==> src/rtl/pll_reset_seq.sv <==
// HDMI PLL bring-up sequencer: pulses the PLL reset, qualifies lock, then releases
// the pixel-clock divider and the TMDS serializers in order. Retries on lock timeout.
module pll_reset_seq #(
   parameter int unsigned PLL_RST_CYCLES     = 16,
   parameter int unsigned LOCK_TIMEOUT       = 270000,
   parameter int unsigned LOCK_STABLE_CYCLES = 1024,
   parameter int unsigned DIV_WAIT_CYCLES    = 8
) (
   input  logic       clk,
   input  logic       reset,
   input  logic       pll_lock,
   input  logic       force_restart,
   output logic       pll_reset,
   output logic       clkdiv_reset,
   output logic       serdes_reset,
   output logic       video_ready,
   output logic       lock_lost,
   output logic [3:0] retry_count,
   output logic [2:0] state
);

   localparam int unsigned MAX_AB  = (PLL_RST_CYCLES > LOCK_TIMEOUT) ? PLL_RST_CYCLES : LOCK_TIMEOUT;
   localparam int unsigned MAX_CD  = (LOCK_STABLE_CYCLES > DIV_WAIT_CYCLES) ? LOCK_STABLE_CYCLES
                                                                             : DIV_WAIT_CYCLES;
   localparam int unsigned MAX_CYC = (MAX_AB > MAX_CD) ? MAX_AB : MAX_CD;
   localparam int unsigned CNT_W   = (MAX_CYC < 2) ? 1 : $clog2(MAX_CYC);

   localparam logic [CNT_W-1:0] RST_LAST    = CNT_W'(PLL_RST_CYCLES - 1);
   localparam logic [CNT_W-1:0] TMO_LAST    = CNT_W'(LOCK_TIMEOUT - 1);
   localparam logic [CNT_W-1:0] STABLE_LAST = CNT_W'(LOCK_STABLE_CYCLES - 1);
   localparam logic [CNT_W-1:0] DIV_LAST    = CNT_W'(DIV_WAIT_CYCLES - 1);

   typedef enum logic [2:0] {
      ST_PLLRST   = 3'd0,
      ST_WAITLOCK = 3'd1,
      ST_STABLE   = 3'd2,
      ST_DIVREL   = 3'd3,
      ST_RUN      = 3'd4
   } state_t;

   state_t           state_q, state_d;
   logic [CNT_W-1:0] cnt_q, cnt_d;
   logic [3:0]       retry_q, retry_d;
   logic             sync1_q, sync1_d;
   logic             sync2_q, sync2_d;
   logic             pll_reset_q, pll_reset_d;
   logic             clkdiv_reset_q, clkdiv_reset_d;
   logic             serdes_reset_q, serdes_reset_d;
   logic             video_ready_q, video_ready_d;
   logic             lock_lost_q, lock_lost_d;
   logic             lock_s;

   assign lock_s = sync2_q;

   always_comb begin
      state_d = state_q;
      cnt_d   = cnt_q;
      retry_d = retry_q;
      sync1_d = pll_lock;
      sync2_d = sync1_q;
      lock_lost_d = 1'b0;

      if (force_restart) begin
         state_d = ST_PLLRST;
         cnt_d   = '0;
      end else begin
         case (state_q)
            ST_PLLRST: begin
               if (cnt_q == RST_LAST) begin
                  state_d = ST_WAITLOCK;
                  cnt_d   = '0;
               end else begin
                  cnt_d = cnt_q + CNT_W'(1);
               end
            end
            ST_WAITLOCK: begin
               if (lock_s) begin
                  state_d = ST_STABLE;
                  cnt_d   = '0;
               end else if (cnt_q == TMO_LAST) begin
                  state_d = ST_PLLRST;
                  cnt_d   = '0;
                  retry_d = (retry_q == 4'hF) ? retry_q : retry_q + 4'd1;
               end else begin
                  cnt_d = cnt_q + CNT_W'(1);
               end
            end
            ST_STABLE: begin
               if (!lock_s) begin
                  state_d = ST_WAITLOCK;
                  cnt_d   = '0;
               end else if (cnt_q == STABLE_LAST) begin
                  state_d = ST_DIVREL;
                  cnt_d   = '0;
               end else begin
                  cnt_d = cnt_q + CNT_W'(1);
               end
            end
            ST_DIVREL: begin
               if (cnt_q == DIV_LAST) begin
                  state_d = ST_RUN;
                  cnt_d   = '0;
               end else begin
                  cnt_d = cnt_q + CNT_W'(1);
               end
            end
            ST_RUN: begin
               if (!lock_s) begin
                  state_d     = ST_PLLRST;
                  cnt_d       = '0;
                  lock_lost_d = 1'b1;
               end
            end
            default: begin
               state_d = ST_PLLRST;
               cnt_d   = '0;
            end
         endcase
      end

      // Outputs decode the next state so they update on the same edge as state.
      pll_reset_d    = (state_d == ST_PLLRST);
      clkdiv_reset_d = (state_d == ST_PLLRST) || (state_d == ST_WAITLOCK) || (state_d == ST_STABLE);
      serdes_reset_d = (state_d != ST_RUN);
      video_ready_d  = (state_d == ST_RUN);
   end

   always_ff @(posedge clk or posedge reset) begin
      if (reset) begin
         state_q        <= ST_PLLRST;
         cnt_q          <= '0;
         retry_q        <= '0;
         sync1_q        <= 1'b0;
         sync2_q        <= 1'b0;
         pll_reset_q    <= 1'b1;
         clkdiv_reset_q <= 1'b1;
         serdes_reset_q <= 1'b1;
         video_ready_q  <= 1'b0;
         lock_lost_q    <= 1'b0;
      end else begin
         state_q        <= state_d;
         cnt_q          <= cnt_d;
         retry_q        <= retry_d;
         sync1_q        <= sync1_d;
         sync2_q        <= sync2_d;
         pll_reset_q    <= pll_reset_d;
         clkdiv_reset_q <= clkdiv_reset_d;
         serdes_reset_q <= serdes_reset_d;
         video_ready_q  <= video_ready_d;
         lock_lost_q    <= lock_lost_d;
      end
   end

   assign pll_reset    = pll_reset_q;
   assign clkdiv_reset = clkdiv_reset_q;
   assign serdes_reset = serdes_reset_q;
   assign video_ready  = video_ready_q;
   assign lock_lost    = lock_lost_q;
   assign retry_count  = retry_q;
   assign state        = state_q;

endmodule
==> config.mk <==
export PLATFORM = sky130hd
export DESIGN_NAME = pll_reset_seq
export DESIGN_NICKNAME = d
export VERILOG_FILES = /design/src/rtl/pll_reset_seq.sv
export SDC_FILE = /design/constraint.sdc
export NUM_CORES = 1
export LEC_CHECK = 0
export ABC_AREA = 1
export BUFFER_PORTS_ARGS = -buffer_cell sky130_fd_sc_hd__buf_2
export CORE_UTILIZATION = 45
export CTS_CLUSTER_SIZE = 30
export DETAILED_ROUTE_END_ITERATION = 8
export SYNTH_ARGS = -nofsm -noshare
export SYNTH_HDL_FRONTEND = slang
export SYNTH_SLANG_ARGS = --single-unit
==> constraint.sdc <==
create_clock -name clk -period 1.6 [get_ports clk]
set_input_delay 0 -clock clk [delete_from_list [all_inputs] [get_ports clk]]
set_output_delay 0 -clock clk [all_outputs]
set_load 0.005 [all_outputs]
[Yosys cells after proc, flatten, opt, wreduce, memory -nomap -nowiden]
Index checks and enable logic that the tools add are counted.
Storage, ports and cells
  latch bits: 0
  memories: 0
  input bits: 4
  ROM bits: 0
  memory bits (writable): 0
  register bits: 33
Cells by class
  shift operators: 0
  eq/ne operators: 14
  multiplexer cells: 21
  divide/modulo/power cells: 0
  $mul: 0
  bitwise gates (word level): 3
  $lt $le $gt $ge: 0
  add/subtract/negate cells: 2
  reduce and logical (&&, ||, !) cells: 5
Operator list (number)
  19-bit 2-to-1 mux: 8
  19-bit case mux with 5 select lines: 1
  3-bit 2-to-1 mux: 8
  19-bit by 1-bit adder with 19-bit output (second input constant): 1
  19-bit by 10-bit equality test with 1-bit output (second input constant): 1
  19-bit equality test (second input constant): 1
  19-bit by 3-bit equality test with 1-bit output (second input constant): 1
  19-bit by 4-bit equality test with 1-bit output (second input constant): 1
  3-bit case mux with 5 select lines: 1
  3-bit by 2-bit equality test with 1-bit output (second input constant): 3
  3-bit by 1-bit equality test with 1-bit output (second input constant): 2
  3-bit equality test (second input constant): 2
  3-bit zero test: 2
  3-bit inequality test (second input constant): 2
  5-bit AND reduction: 1
  4-bit by 1-bit adder with 4-bit output (second input constant): 1
  4-bit equality test (second input constant): 1
  1-bit 2-to-1 mux: 3
  1-bit NOT: 3
  1-bit logical OR: 2

[Logic depth before layout (Yosys ltp)]
Gate-level depths: netlist (run 1).
  depth in word-level cells: 8
  gate-level depth with buffers: 13
  gate-level depth less buffers: 11

[Least setup slack after synthesis (run 1)]
Ideal clock, no wire load.
  path type: register -> register
  from: register cnt_q[0]
  to: register cnt_q[11]
  clock period less this slack: 1.602 ns
  slack: -0.002 ns
  cell stages (with the launch flop): 12
  arrival: 1.479 ns
  cell sequence: dfrtp_1 > ha_1 > nand3_2 > nor3_4 > nand3_2 > nand2_1 > nand2_1 > clkinv_1 > nand2_4 > buf_6 > nand2_1 > a21oi_1
On the way
  longest elaborated chain between the ends: 5
  elaborated cells on any way between the ends: 13
  classes of those cells: add/sub (1); eq/ne (4); mux (8)
Ends and longest elaborated chain
  from (decl): RTL line 42  | logic [CNT_W-1:0] cnt_q, cnt_d;
  from (signal assigned): RTL line 142  | cnt_q <= cnt_d;
  19-bit by 1-bit adder with 19-bit output (tied with other cells)
  19-bit 2-to-1 mux, on equally long branches: RTL line 92, 80
  19-bit 2-to-1 mux, on equally long branches: RTL line 89, 77
  19-bit case mux with 5 select lines *: RTL line 67  | case (state_q)
  19-bit 2-to-1 mux *: RTL line 63  | if (force_restart) begin
Every way passes the cells marked *; elsewhere a longest branch is shown, timed or not.
A chain may end at the register's enable or synchronous reset.

[Final worst setup path (run 1)]
  from: register cnt_q[15]
  to: register cnt_q[2]
On the way
  longest elaborated chain between the ends: 5
  elaborated cells on any way between the ends: 12
  classes of those cells: eq/ne (4); mux (8)
Ends and longest elaborated chain (RTL line)
  19-bit by 10-bit equality test with 1-bit output / 19-bit equality test (equally long branches): 92, 80
  19-bit 2-to-1 mux, on equally long branches: 92, 80
  19-bit 2-to-1 mux, on equally long branches: 89, 77
  19-bit case mux with 5 select lines *: 67
  19-bit 2-to-1 mux *: 63
Marked as above.

==> key figures, run 1 <==
STA
  • Pins Over Slew Limit: 0
  • Rel. slew slack: 0.713
  • Unrepaired setup endpoints after global routing: yes
  • Tmin final: 1.65 ns
  • Worst Slack Setup Final: -0.0490 ns
  • Final setup viols: 18
  • Worst slew pin tran: 0.430 ns
  • Setup TNS: -0.532 ns
  • Worst clock skew: 0.00686 ns
  • Fin. Hold Viols: 0
  • Fmax: 606 MHz
  • Crit share post-route: 1.03

Setup path
  • Crit path buf inv count: 2
  • CP Capture Type: register
  • Most frequent cell on the critical path: nand2_8
  • CP Cell Sequence: nor2_2 -> buf_4 -> nand4_1 -> o21ai_4 -> nand2_2 -> inv_4 -> nand2_8 -> nand2_8 -> o21ai_1
  • Critical Path Slowest Stage Cell: dfrtp_1
  • Critical Path RT: 1.78 ns
  • Data arrival, critical path: 1.83 ns
  • Worst path top cell family by delay: simple AND/OR/NAND/NOR gates
  • CP Max Fanout: 7
  • Critical path class: register to register
  • Slowest stage delay, CP: 0.40 ns
  • Crit path launch type: register

Clocking
  • Cts bufs inserted: 5
  • Sink Count: 33
  • CTS Root Cell: clkbuf_8
  • Clock transition at the registers of the reported paths: 0.07 ns
  • Clock latency on the worst-skew pair: 0.29 ns
  • CTS tree: yes
  • H-tree levels: 2
  • Max Buffers Root-to-Sink: 2

Synthesis
  • Synth unique cells: 30
  • Largest cells by area after synthesis: dfrtp_1 (36%), nand2_1 (13%), inv_1 (9.5%)
  • XOR/XNOR Fraction of Synth Area: 0.0252
  • Mapped Nets: 301
  • Top FF cell, synth: dfrtp_1
  • Post-synth EDFFs: 0
  • Synth Warn #: 0
  • Async SR Flop Fraction: 1.00
  • Main combinational cell family by area after synthesis: simple AND/OR/NAND/NOR gates
  • Compound-Gate Fraction of Synth Area: 0.101
  • Synth area leader: dfrtp_1
  • Synth Cell Area: 0.00209 mm²
  • Most numerous cell in the Yosys netlist: nand2_1
  • Syn Inst Count: 295
  • Top cells by count, synth: nand2_1 (74), inv_1 (53), dfrtp_1 (30)
  • Synth Area in Adders: 0.0120
  • Post-synthesis sequential area ratio: 0.397
  • Synth Area per Inst: 7.08 µm²
  • Multiplexer area fraction after synthesis: 0
  • Simple-gate share of the synthesized area: 0.346
  • Top cell type's share of synthesized area: 0.359
  • Yosys reg bits: 33

Layout
  • Post-Layout Inst Area: 0.00292 mm²
  • Nets: 378
  • Final core area utilization: 0.662
  • Synthesis-to-finish area growth: 40.0%
  • Share of layout cells above drive strength 1: 0.365
  • ANT cells: 0
  • Final cell count without fillers: 425

Floorplan
  • Height of the die: 70.1 µm
  • Starting Density: 0.473
  • Die Area: 0.00492 mm²
  • Core footprint: 0.00441 mm²
  • I/O pin count: 16
  • Row count: 24
  • DIE WIDTH: 70.1 µm

Drt
  • DRT Pass-1 Iters: 4
  • Drt drc: 0
  • Per-cell routed wire length: 13.7 µm
  • 1st-iter DRT viols: 157
  • Via density: 5.05
  • Antenna violation net count after detailed routing: 0
  • Total wire length: 5.82 mm
  • Vias: 2,146

Placement
  • DP Area: 0.00258 mm²
  • Dpl cells: 408
  • HPWL after DPL: 4.04 mm
  • Gpl congestion: 0.884
  • Port Buf Inserts: 15

Global route
  • Gr usage total: 0.246
  • First-pass GRT wire length: 9.38 mm
  • Initial antenna violation count: 0
  • Pin count of the biggest net entering global routing: 34
  • GRT overflow: 0
  • Vias in the first global route: 2,133

Job
  • Max-Cap Viols: 0

Pwr
  • Peak supply drop: 468 µV
  • Overall power: 1580 µW
  • Cell Pwr Density: 541 mW/mm²
  • P_leak: 0.00152 µW

Status
  • Violated checks: setup timing
  • Outcome: complete, but fails checks

Worst hold path
  • Worst hold path type: primary input to async pin
[path summary, 6_finish.rpt]
| check | end | slack, ns | cells after the start | start |
|---|---|---|---|---|
| setup / recovery | cnt_q[2] | -0.05 | 9 | cnt_q[15] |
| hold / removal | cnt_q[2] | 0.34 | 4 | reset |
| setup reg to reg | cnt_q[2] | -0.05 | 9 | cnt_q[15] |
| hold reg to reg | lock_s | 0.35 | 0 | sync1_q |
| max in group asynchronous | pll_reset | 0.93 | 4 | reset |
| min in group clk | lock_s | 0.35 | 0 | sync1_q |
[layout by cell type, fill, tap and decap left out, types with 7 or more instances in the layout]
master and count:
nor2_2 11, nand3_2 7, nand2_2 9, buf_2 15
nand3_1 17, dfrtp_1 29, o21ai_1 7, inv_1 51
nor2_1 18, buf_4 53, nand2_1 66, a21oi_1 17
nand4_1 7
[worst reg2reg max path, delay by kind of cell, from the launching register on]
family | cells | cell delay, ns
DFF | 1 | 0.40
and+or+nand+nor | 5 | 0.64
AOI/OAI and AO/OA | 2 | 0.27
buffers and inverters | 2 | 0.23
[repair_timing]
| action | CTS | global route |
|---|---|---|
| cloned | 1 | 0 |
| endpoints found under the setup margin | 20 | 23 |
| hold buffers | 3 | 0 |
| gates resized for setup | 20 | 37 |
| pin swaps | 10 | 15 |
| endpoints found under the hold margin | 32 | 0 |
| buffers inserted | 3 | 2 |
[kinds of logic after synthesis]
logic type,after synthesis
AO/OA/AOI/OAI,39
AND/OR/NAND/NOR,155
buffers and inverters,60
flip-flops,33
XOR/XNOR,6
adder cells (fa/ha/maj),2
[metrics by stage]
stage | hold slack (ns) | setup slack, ns
after floorplan | 0.0314 | 0.00631
after global placement | 0.109 | -0.107
after detailed placement | 0.110 | -0.128
after CTS | 0.342 | -0.0415
after global routing | 0.338 | -0.149
final | 0.337 | -0.0490
[area by class of cell]
| class | count | area [µm²] |
|---|---|---|
| clock inverter | 2 | 10.0 |
| multi-input combinational | 203 | 1200 |
| sequential | 33 | 831 |
| clock buffer | 6 | 72.6 |
| fill | 384 | 1490 |
| tap | 52 | 65.1 |
| inverter | 56 | 215 |
| timing repair buffer | 73 | 526 |
[sequential cells by signal, indices dropped and copies added (netlist names)]
signal / flops
cnt_q: 19
retry_count: 4
state: 3
clkdiv_reset: 1
lock_lost: 1
lock_s: 1
pll_reset: 1
serdes_reset: 1
sync1_q: 1
video_ready: 1
[layer usage]
layer | vias up | share of wire | wire [µm] | global-route usage
li1 | 1086 | - | - | -
met5 | - | 0 | 0 | 0
met4 | 0 | 0.022 | 128 | 0.109
met1 | 998 | 0.44 | 2560 | 0.303
met3 | 12 | 0.042 | 244 | 0.0519
met2 | 50 | 0.50 | 2880 | 0.415
[where the power goes]
part | switching, µW | internal [µW]
Clock | 317 | 301
Combinational | 65.4 | 47.2
Sequential | 9.04 | 843
No activity file was read; power rests on OpenSTA's default activity.
==> run 2: changes to the inputs <==
--- a/config.mk
+++ b/config.mk
@@ -7,9 +7,10 @@
 export LEC_CHECK = 0
 export ABC_AREA = 1
 export BUFFER_PORTS_ARGS = -buffer_cell sky130_fd_sc_hd__buf_2
-export CORE_UTILIZATION = 45
+export CORE_UTILIZATION = 54
 export CTS_CLUSTER_SIZE = 30
 export DETAILED_ROUTE_END_ITERATION = 8
+export PLACE_DENSITY = 0.76
 export SYNTH_ARGS = -nofsm -noshare
 export SYNTH_HDL_FRONTEND = slang
 export SYNTH_SLANG_ARGS = --single-unit
==> constraint.sdc (replaced) <==
create_clock -name clk -period 1.6 [get_ports clk]
set_input_delay 0.08 -clock clk [delete_from_list [all_inputs] [get_ports clk]]
set_output_delay 0.08 -clock clk [all_outputs]
set_load 0.005 [all_outputs]
==> run 2 against run 1 <==
Compared with the run above:
- the flow still finishes with violations (setup timing)
- register-to-register slack got worse by 0.13 ns
- clock-buffer cell count increased by 1
- clock power increased by 33%
- total power increased by 14%
- non-clock buffer count decreased by 4
- worst hold slack got worse by 0.19 ns
- clock skew decreased by 0.0024 ns
- combinational power increased by 19%
- first-iteration DRC count increased by 20%
- sequential power about the same
- core utilization increased by 17 points
- maximum frequency decreased by 7.3%
- critical path type unchanged
- largest cell class unchanged
==> key figures, run 2 (same netlist as run 1, synthesis figures left out) <==
Layout
  • Most frequent cells in the layout: nand2_1 (55), buf_4 (49), inv_1 (46) (was nand2_1 (66), buf_4 (53), inv_1 (51))
  • Synthesis-to-finish area growth: 47.7% (was 40.0%)
  • ANT cells: 0 (unchanged)
  • Max reg flops: 19 (unchanged)
  • Nets: 374 (was 378)
  • Largest Register: cnt_q (unchanged)
  • Share of layout cells above drive strength 1: 0.442 (was 0.365)
  • Most common cell after layout, fill and taps aside: nand2_1 (unchanged)

Drt
  • Drt drc: 0 (unchanged)
  • Per-cell routed wire length: 15.9 µm (was 13.7 µm)
  • 1st-iter DRT viols: 188 (was 157)
  • Via density: 5.54 (was 5.05)
  • Antenna violation net count after detailed routing: 0 (unchanged)
  • DRT Pass-1 Iters: 5 (was 4)
  • Vias: 2,309 (was 2,146)
  • Total wire length: 6.62 mm (was 5.82 mm)

Setup path
  • Critical Path Slowest Stage Cell: dfrtp_1 (unchanged)
  • Most frequent cell on the critical path: nand2_8 (unchanged)
  • Critical path class: register to register (unchanged)
  • CP Capture Type: register (unchanged)
  • CP Cell Sequence: ha_4 -> nand3_4 -> nor3_4 -> buf_4 -> nand3_2 -> nand2_1 -> nand2_2 -> clkinv_4 -> nand2_8 -> nand2_8 -> o21ai_2 (was nor2_2 -> buf_4 -> nand4_1 -> o21ai_4 -> nand2_2 -> inv_4 -> nand2_8 -> nand2_8 -> o21ai_1)
  • Data arrival, critical path: 1.96 ns (was 1.83 ns)
  • Slowest stage delay, CP: 0.40 ns (about the same)
  • Crit path launch type: register (unchanged)
  • CP Max Fanout: 7 (unchanged)
  • Critical Path RT: 1.78 ns (about the same)

Global route
  • GRT overflow: 0 (unchanged)
  • Gr usage total: 0.293 (was 0.246)
  • Global routing's busiest layer: met2 (unchanged)
  • First-pass GRT wire length: 9.09 mm (was 9.38 mm)
  • Pin count of the biggest net entering global routing: 34 (unchanged)
  • Vias in the first global route: 2,014 (was 2,133)
  • GRT met2 Usage: 0.467 (was 0.415)
  • Met1 usage: 0.391 (was 0.303)
  • Initial antenna violation count: 0 (unchanged)
  • Met3 Use GR: 0.0571 (was 0.0519)

Floorplan
  • Row count: 22 (was 24)
  • Core footprint: 0.00369 mm² (was 0.00441 mm²)
  • Starting Density: 0.566 (was 0.473)
  • Height of the die: 64.2 µm (was 70.1 µm)
  • I/O pin count: 16 (unchanged)
  • DIE WIDTH: 64.2 µm (was 70.1 µm)
  • Die Area: 0.00412 mm² (was 0.00492 mm²)

Clocking
  • CTS Root Cell: clkbuf_8 (unchanged)
  • Clock latency on the worst-skew pair: 0.29 ns (about the same)
  • H-tree levels: 2 (unchanged)
  • Cts bufs inserted: 5 (unchanged)
  • CTS tree: yes (unchanged)
  • Max Buffers Root-to-Sink: 2 (unchanged)
  • Clock transition at the registers of the reported paths: 0.07 ns (about the same)
  • Sink Count: 33 (unchanged)

Placement
  • Gpl congestion: 0.976 (was 0.884)
  • HPWL after DPL: 3.88 mm (was 4.04 mm)
  • Post-Place Worst Slack: -0.119 ns (was -0.128 ns)
  • Port Buf Inserts: 15 (unchanged)

STA
  • Final hold slack: 0.149 ns (was 0.337 ns)
  • Fin. Hold Viols: 0 (unchanged)
  • Fmax: 562 MHz (was 606 MHz)
  • Final setup viols: 21 (was 18)
  • Crit share post-route: 1.11 (was 1.03)
  • Worst clock skew: 0.00451 ns (was 0.00686 ns)
  • Pins Over Slew Limit: 0 (unchanged)
  • Worst slew pin tran: 0.443 ns (was 0.430 ns)
  • Unrepaired setup endpoints after global routing: yes (unchanged)
  • Rel. slew slack: 0.705 (was 0.713)
  • Worst Slack Setup Final: -0.179 ns (was -0.0490 ns)
  • Tmin final: 1.78 ns (was 1.65 ns)

Pwr
  • Cell Pwr Density: 587 mW/mm² (was 541 mW/mm²)
  • Peak supply drop: 699 µV (was 468 µV)
  • P_leak: 0.00154 µW (was 0.00152 µW)

Job
  • Max-Cap Viols: 0 (unchanged)

Status
  • Outcome: complete, but fails checks (unchanged)
  • Violated checks: setup timing (unchanged)

Worst hold path
  • Worst hold path type: primary input to register (was primary input to async pin)
==> run 2: cell count changes in the layout (fill, tap and decap cells not counted), sizes merged <==
| cell | previous run | this run |
|---|---|---|
| buf | 70 | 67 |
| bufinv | 0 | 1 |
| clkbuf | 6 | 7 |
| clkinv | 2 | 1 |
| dlygate4sd3 | 3 | 2 |
| inv | 56 | 55 |
==> run 2: path summary, 6_finish.rpt <==
path / start / cells after the start / to / slack [ns]
max: cnt_q[0] / 11 / cnt_q[3] / -0.18
min: force_restart / 2 / lock_lost / 0.15
max reg2reg: cnt_q[0] / 11 / cnt_q[3] / -0.18
min reg2reg: sync1_q / 0 / lock_s / 0.36
max in group asynchronous: reset / 4 / cnt_q[4] / 0.83
min in group asynchronous: reset / 4 / cnt_q[9] / 0.42
==> run 2: layer usage <==
| layer | part of all wire | vias up |
|---|---|---|
| met5 | 0 | - |
| li1 | - | 1086 |
| met3 | 0.065 | 20 |
| met4 | 0.027 | 0 |
| met1 | 0.41 | 1105 |
| met2 | 0.50 | 98 |
==> run 2: metrics by stage <==
stage,power (µW),util,cell area [µm²],instances,setup TNS [ns]
floorplan,919,-,2110,295,0
global placement,958,0.683,2520,396,-0.136
detailed placement,962,0.683,2520,396,-0.999
CTS,1780,0.740,2730,409,-0.00314
global route,1860,0.836,3080,417,-4.27
finish,1810,0.836,3080,417,-2.62
==> run 2: timing repair <==
action | in CTS | in global routing
pin swaps | 11 | 22
resized for setup | 20 | 85
hold buffers | 2 | 0
setup buffers | 2 | 9
cloned | 1 | 0
endpoints found under the setup margin | 22 | 27
hold endpoints to repair | 31 | 0
==> run 2: report_power, final <==
part | internal (µW) | switching, µW | total, µW
logic | 53.4 | 80.8 | 134
registers | 843 | 9.61 | 853
clock network | 508 | 317 | 824
total | 1400 | 407 | 1810
==> run 2: worst max-delay path: cells and delay by family (launching register included) <==
kind / cells / cell delay (ns)
AND/OR/NAND/NOR: 7 / 0.78
adder cells (fa/ha/maj): 1 / 0.17
AO/OA/AOI/OAI: 1 / 0.06
flip-flops: 1 / 0.40
buffers and inverters: 2 / 0.25
==> run 2: layout make-up <==
class                      count  area (µm²)
clock buffer                   7        86.3
clock inverter                 1        30.0
fill                         215         604
inverter                      56         225
multi-input combinational    203        1350
sequential                    33         833
tap                           48        60.1
timing repair buffer          69         497
==> run 3: changes to the inputs <==
--- a/config.mk
+++ b/config.mk
@@ -5,12 +5,12 @@
 export SDC_FILE = /design/constraint.sdc
 export NUM_CORES = 1
 export LEC_CHECK = 0
-export ABC_AREA = 1
 export BUFFER_PORTS_ARGS = -buffer_cell sky130_fd_sc_hd__buf_2
-export CORE_UTILIZATION = 54
+export CAP_MARGIN = 20
+export CORE_UTILIZATION = 53
 export CTS_CLUSTER_SIZE = 30
 export DETAILED_ROUTE_END_ITERATION = 8
-export PLACE_DENSITY = 0.76
+export PLACE_DENSITY = 0.75
 export SYNTH_ARGS = -nofsm -noshare
 export SYNTH_HDL_FRONTEND = slang
 export SYNTH_SLANG_ARGS = --single-unit
==> run 3 against run 2 <==
Compared with the run above:
- worst hold slack got worse by 0.19 ns
- sequential cell count unchanged
- critical endpoint is now cnt_q[17]
- register-to-register slack got worse by 0.78 ns
- clock skew increased by 0.0035 ns
- first-iteration DRC count increased by 12%
- via count decreased by 15%
- the run ends with hold timing, setup timing left
==> key figures, run 3 <==
Setup path
  • CP Max Fanout: 5 (was 7)
  • Worst path top cell family by delay: simple AND/OR/NAND/NOR gates (unchanged)
  • Crit path buf inv count: 0 (was 2)
  • Reg-to-reg setup timing slack: -0.96 ns (was -0.18 ns)
  • CP Cell Sequence: or4_4 -> or4_4 -> o311ai_4 -> a41oi_4 -> and3_1 -> a221o_1 (was ha_4 -> nand3_4 -> nor3_4 -> buf_4 -> nand3_2 -> nand2_1 -> nand2_2 -> clkinv_4 -> nand2_8 -> nand2_8 -> o21ai_2)
  • Slowest stage delay, CP: 0.54 ns (was 0.40 ns)
  • Crit path launch type: register (unchanged)
  • Critical Path Slowest Stage Cell: or4_4 (was dfrtp_1)
  • Critical path class: register to register (unchanged)
  • CP Capture Type: register (unchanged)
  • Most frequent cell on the critical path: or4_4 (was nand2_8)
  • Data arrival, critical path: 2.82 ns (was 1.96 ns)
  • Critical Path RT: 1.86 ns (was 1.78 ns)

Synthesis
  • Compound-Gate Fraction of Synth Area: 0.203 (was 0.101)
  • Yosys reg bits: 33 (unchanged)
  • Main combinational cell family by area after synthesis: simple AND/OR/NAND/NOR gates (unchanged)
  • Top cells by count, synth: dfrtp_1 (30), nand2_1 (17), nor2_1 (13) (was nand2_1 (74), inv_1 (53), dfrtp_1 (30))
  • Multiplexer area fraction after synthesis: 0.0187 (was 0)
  • Mapped Nets: 198 (was 301)
  • Simple-gate share of the synthesized area: 0.234 (was 0.346)
  • Largest cells by area after synthesis: dfrtp_1 (42%), dfstp_2 (4.4%), nand2_1 (3.5%) (was dfrtp_1 (36%), nand2_1 (13%), inv_1 (9.5%))
  • Synth unique cells: 46 (was 30)
  • Synth Area in Adders: 0.0138 (was 0.0120)
  • Post-synthesis sequential area ratio: 0.459 (was 0.397)
  • Top FF cell, synth: dfrtp_1 (unchanged)
  • Synth area leader: dfrtp_1 (unchanged)
  • XOR/XNOR Fraction of Synth Area: 0.0194 (was 0.0252)
  • Post-synth EDFFs: 0 (unchanged)
  • Async SR Flop Fraction: 1.00 (unchanged)
  • Synth Cell Area: 0.00181 mm² (was 0.00209 mm²)
  • Synth Warn #: 0 (unchanged)
  • Top cell type's share of synthesized area: 0.415 (was 0.359)
  • Synth Area per Inst: 9.42 µm² (was 7.08 µm²)
  • Most numerous cell in the Yosys netlist: dfrtp_1 (was nand2_1)
  • Syn Inst Count: 192 (was 295)

Pwr
  • P_leak: 0.00125 µW (was 0.00154 µW)
  • Overall power: 1730 µW (was 1810 µW)
  • Peak supply drop: 538 µV (was 699 µV)
  • Cell Pwr Density: 663 mW/mm² (was 587 mW/mm²)

Layout
  • Share of layout cells above drive strength 1: 0.456 (was 0.442)
  • Max reg flops: 19 (unchanged)
  • Most common cell after layout, fill and taps aside: buf_4 (was nand2_1)
  • # fillers: 180 (was 215)
  • Largest Register: cnt_q (unchanged)
  • Nets: 268 (was 374)
  • Area of the multi-input gates: 0.00104 mm² (was 0.00135 mm²)
  • Sequential cell area: 831 µm² (was 833 µm²)
  • Synthesis-to-finish area growth: 44.6% (was 47.7%)
  • ANT cells: 0 (unchanged)
  • Most frequent cells in the layout: buf_4 (54), dfrtp_1 (29), nand2_1 (16) (was nand2_1 (55), buf_4 (49), inv_1 (46))
  • Final core area utilization: 0.829 (was 0.836)

Floorplan
  • I/O pin count: 16 (unchanged)
  • Core footprint: 0.00315 mm² (was 0.00369 mm²)
  • Row count: 20 (was 22)
  • Die Area: 0.00365 mm² (was 0.00412 mm²)
  • Starting Density: 0.573 (was 0.566)
  • DIE WIDTH: 60.4 µm (was 64.2 µm)
  • Height of the die: 60.4 µm (was 64.2 µm)

Clocking
  • Max Buffers Root-to-Sink: 2 (unchanged)
  • Sink Count: 33 (unchanged)
  • H-tree levels: 2 (unchanged)
  • Cts bufs inserted: 5 (unchanged)
  • CTS tree: yes (unchanged)
  • Clock latency on the worst-skew pair: 0.37 ns (was 0.29 ns)
  • Hold Buf Count CTS: 2 (unchanged)
  • CTS Root Cell: clkbuf_4 (was clkbuf_8)
  • Clock transition at the registers of the reported paths: 0.12 ns (was 0.07 ns)

Global route
  • Pin count of the biggest net entering global routing: 24 (was 34)
  • GRT overflow: 0 (unchanged)
  • Gr usage total: 0.342 (was 0.293)
  • First-pass GRT wire length: 8.80 mm (was 9.09 mm)
  • Initial antenna violation count: 0 (unchanged)
  • Vias in the first global route: 1,822 (was 2,014)

Placement
  • Port Buf Inserts: 15 (unchanged)
  • Gpl congestion: 0.871 (was 0.976)
  • HPWL after DPL: 3.45 mm (was 3.88 mm)

STA
  • Final hold slack: -0.0417 ns (was 0.149 ns)
  • Unrepaired setup endpoints after global routing: yes (unchanged)
  • Rel. slew slack: 0.684 (was 0.705)
  • Pins Over Slew Limit: 0 (unchanged)
  • Worst clock skew: 0.00797 ns (was 0.00451 ns)
  • Fmax: 390 MHz (was 562 MHz)
  • Tmin final: 2.56 ns (was 1.78 ns)
  • Worst Slack Setup Final: -0.964 ns (was -0.179 ns)
  • Worst slew pin tran: 0.473 ns (was 0.443 ns)
  • Fin. Hold Viols: 2 (was 0)
  • Crit share post-route: 1.60 (was 1.11)
  • Final setup viols: 30 (was 21)

Drt
  • Drt drc: 0 (unchanged)
  • Vias: 1,953 (was 2,309)
  • Per-cell routed wire length: 19.0 µm (was 15.9 µm)
  • Antenna violation net count after detailed routing: 0 (unchanged)
  • DRT Pass-1 Iters: 5 (unchanged)
  • Via density: 6.36 (was 5.54)
  • Total wire length: 5.83 mm (was 6.62 mm)
  • 1st-iter DRT viols: 210 (was 188)

Worst hold path
  • Worst hold path type: primary input to register (unchanged)

Status
  • Outcome: complete, but fails checks (unchanged)
  • Violated checks: hold timing, setup timing (was setup timing)

Job
  • Max-Cap Viols: 0 (unchanged)
[run 3: cell types whose count changed after synthesis, sizes merged, moves of 6 or more]
cell    before  now
a21oi       20   11
a31oi        3    9
and3         0    6
clkbuf       0    8
inv         55    9
nand2       78   17
nand3       26   11
nor2        34   13
o21ai       16   10
[run 3: what timing repair did]
item / 4_1_cts / 5_1_grt
endpoints found under the setup margin: 30 / 30
gates resized for setup: 25 / 10
setup buffers: 1 / 5
pin swaps: 10 / 6
endpoints found under the hold margin: 13 / 2
[run 3: cell families (layout without fill, tap and decap cells)]
family                   Yosys count  count (layout)
AND/OR/NAND/NOR                   79              79
AO/OA/AOI/OAI                     50              50
flip-flops                        33              33
buffers and inverters             21              92
XOR/XNOR                           4               4
multiplexers                       3               3
adder cells (fa/ha/maj)            2               2
[run 3: path summary, 6_finish.rpt]
check | startpoint | end | cells after the start
setup / recovery | cnt_q[11] | cnt_q[17] | 6
hold / removal | force_restart | state[2] | 2
setup reg to reg | cnt_q[11] | cnt_q[17] | 6
hold reg to reg | sync1_q | lock_s | 0
max in group asynchronous | reset | pll_reset | 4
min in group asynchronous | reset | sync1_q | 3
[run 3: report_power, final]
| part | switching, µW | total [µW] | internal [µW] | leakage [µW] |
|---|---|---|---|---|
| clock | 334 | 705 | 371 | 0.0000445 |
| sequential | 12.9 | 865 | 852 | 0.000441 |
| combinational | 89.8 | 163 | 72.8 | 0.000764 |
| total | 437 | 1730 | 1300 | 0.00125 |
[run 3: per-layer routing]
layer,vias to the layer above,track usage,wire (µm)
met5,-,0,0
met4,0,0.193,301
met3,41,0.0746,498
li1,844,-,-
met1,922,0.431,2260
met2,146,0.545,2770
[run 3: layout make-up]
type / count / share of cell area
Multi-Input combinational cell: 138 / 0.399
Sequential cell: 33 / 0.318
Timing Repair Buffer: 75 / 0.215
Tap cell: 44 / 0.0211
Clock buffer: 6 / 0.0196
Clock inverter: 2 / 0.0144
Inverter: 9 / 0.0129
[run 3: through the flow]
step / hold slack (ns) / cells / worst slack (ns) / setup TNS [ns] / area (µm²)
6_report: -0.0417 / 307 / -0.964 / -22.22 / 2620
4_1_cts: -0.0417 / 303 / -0.893 / -20.69 / 2530
3_5_place_dp: 0.109 / 292 / -0.896 / -21.97 / 2310
3_3_place_gp: 0.0886 / 292 / -0.817 / -19.82 / 2310
2_1_floorplan: 0.111 / 192 / -0.822 / -17.54 / 1830
5_1_grt: -0.0353 / 307 / -1.09 / -25.27 / 2620
[run 3: worst reg2reg max path: cells and delay by family (launching register included)]
family / cells / cell delay, ns
simple gates: 3 / 1.25
compound gates: 3 / 0.80
flops: 1 / 0.40
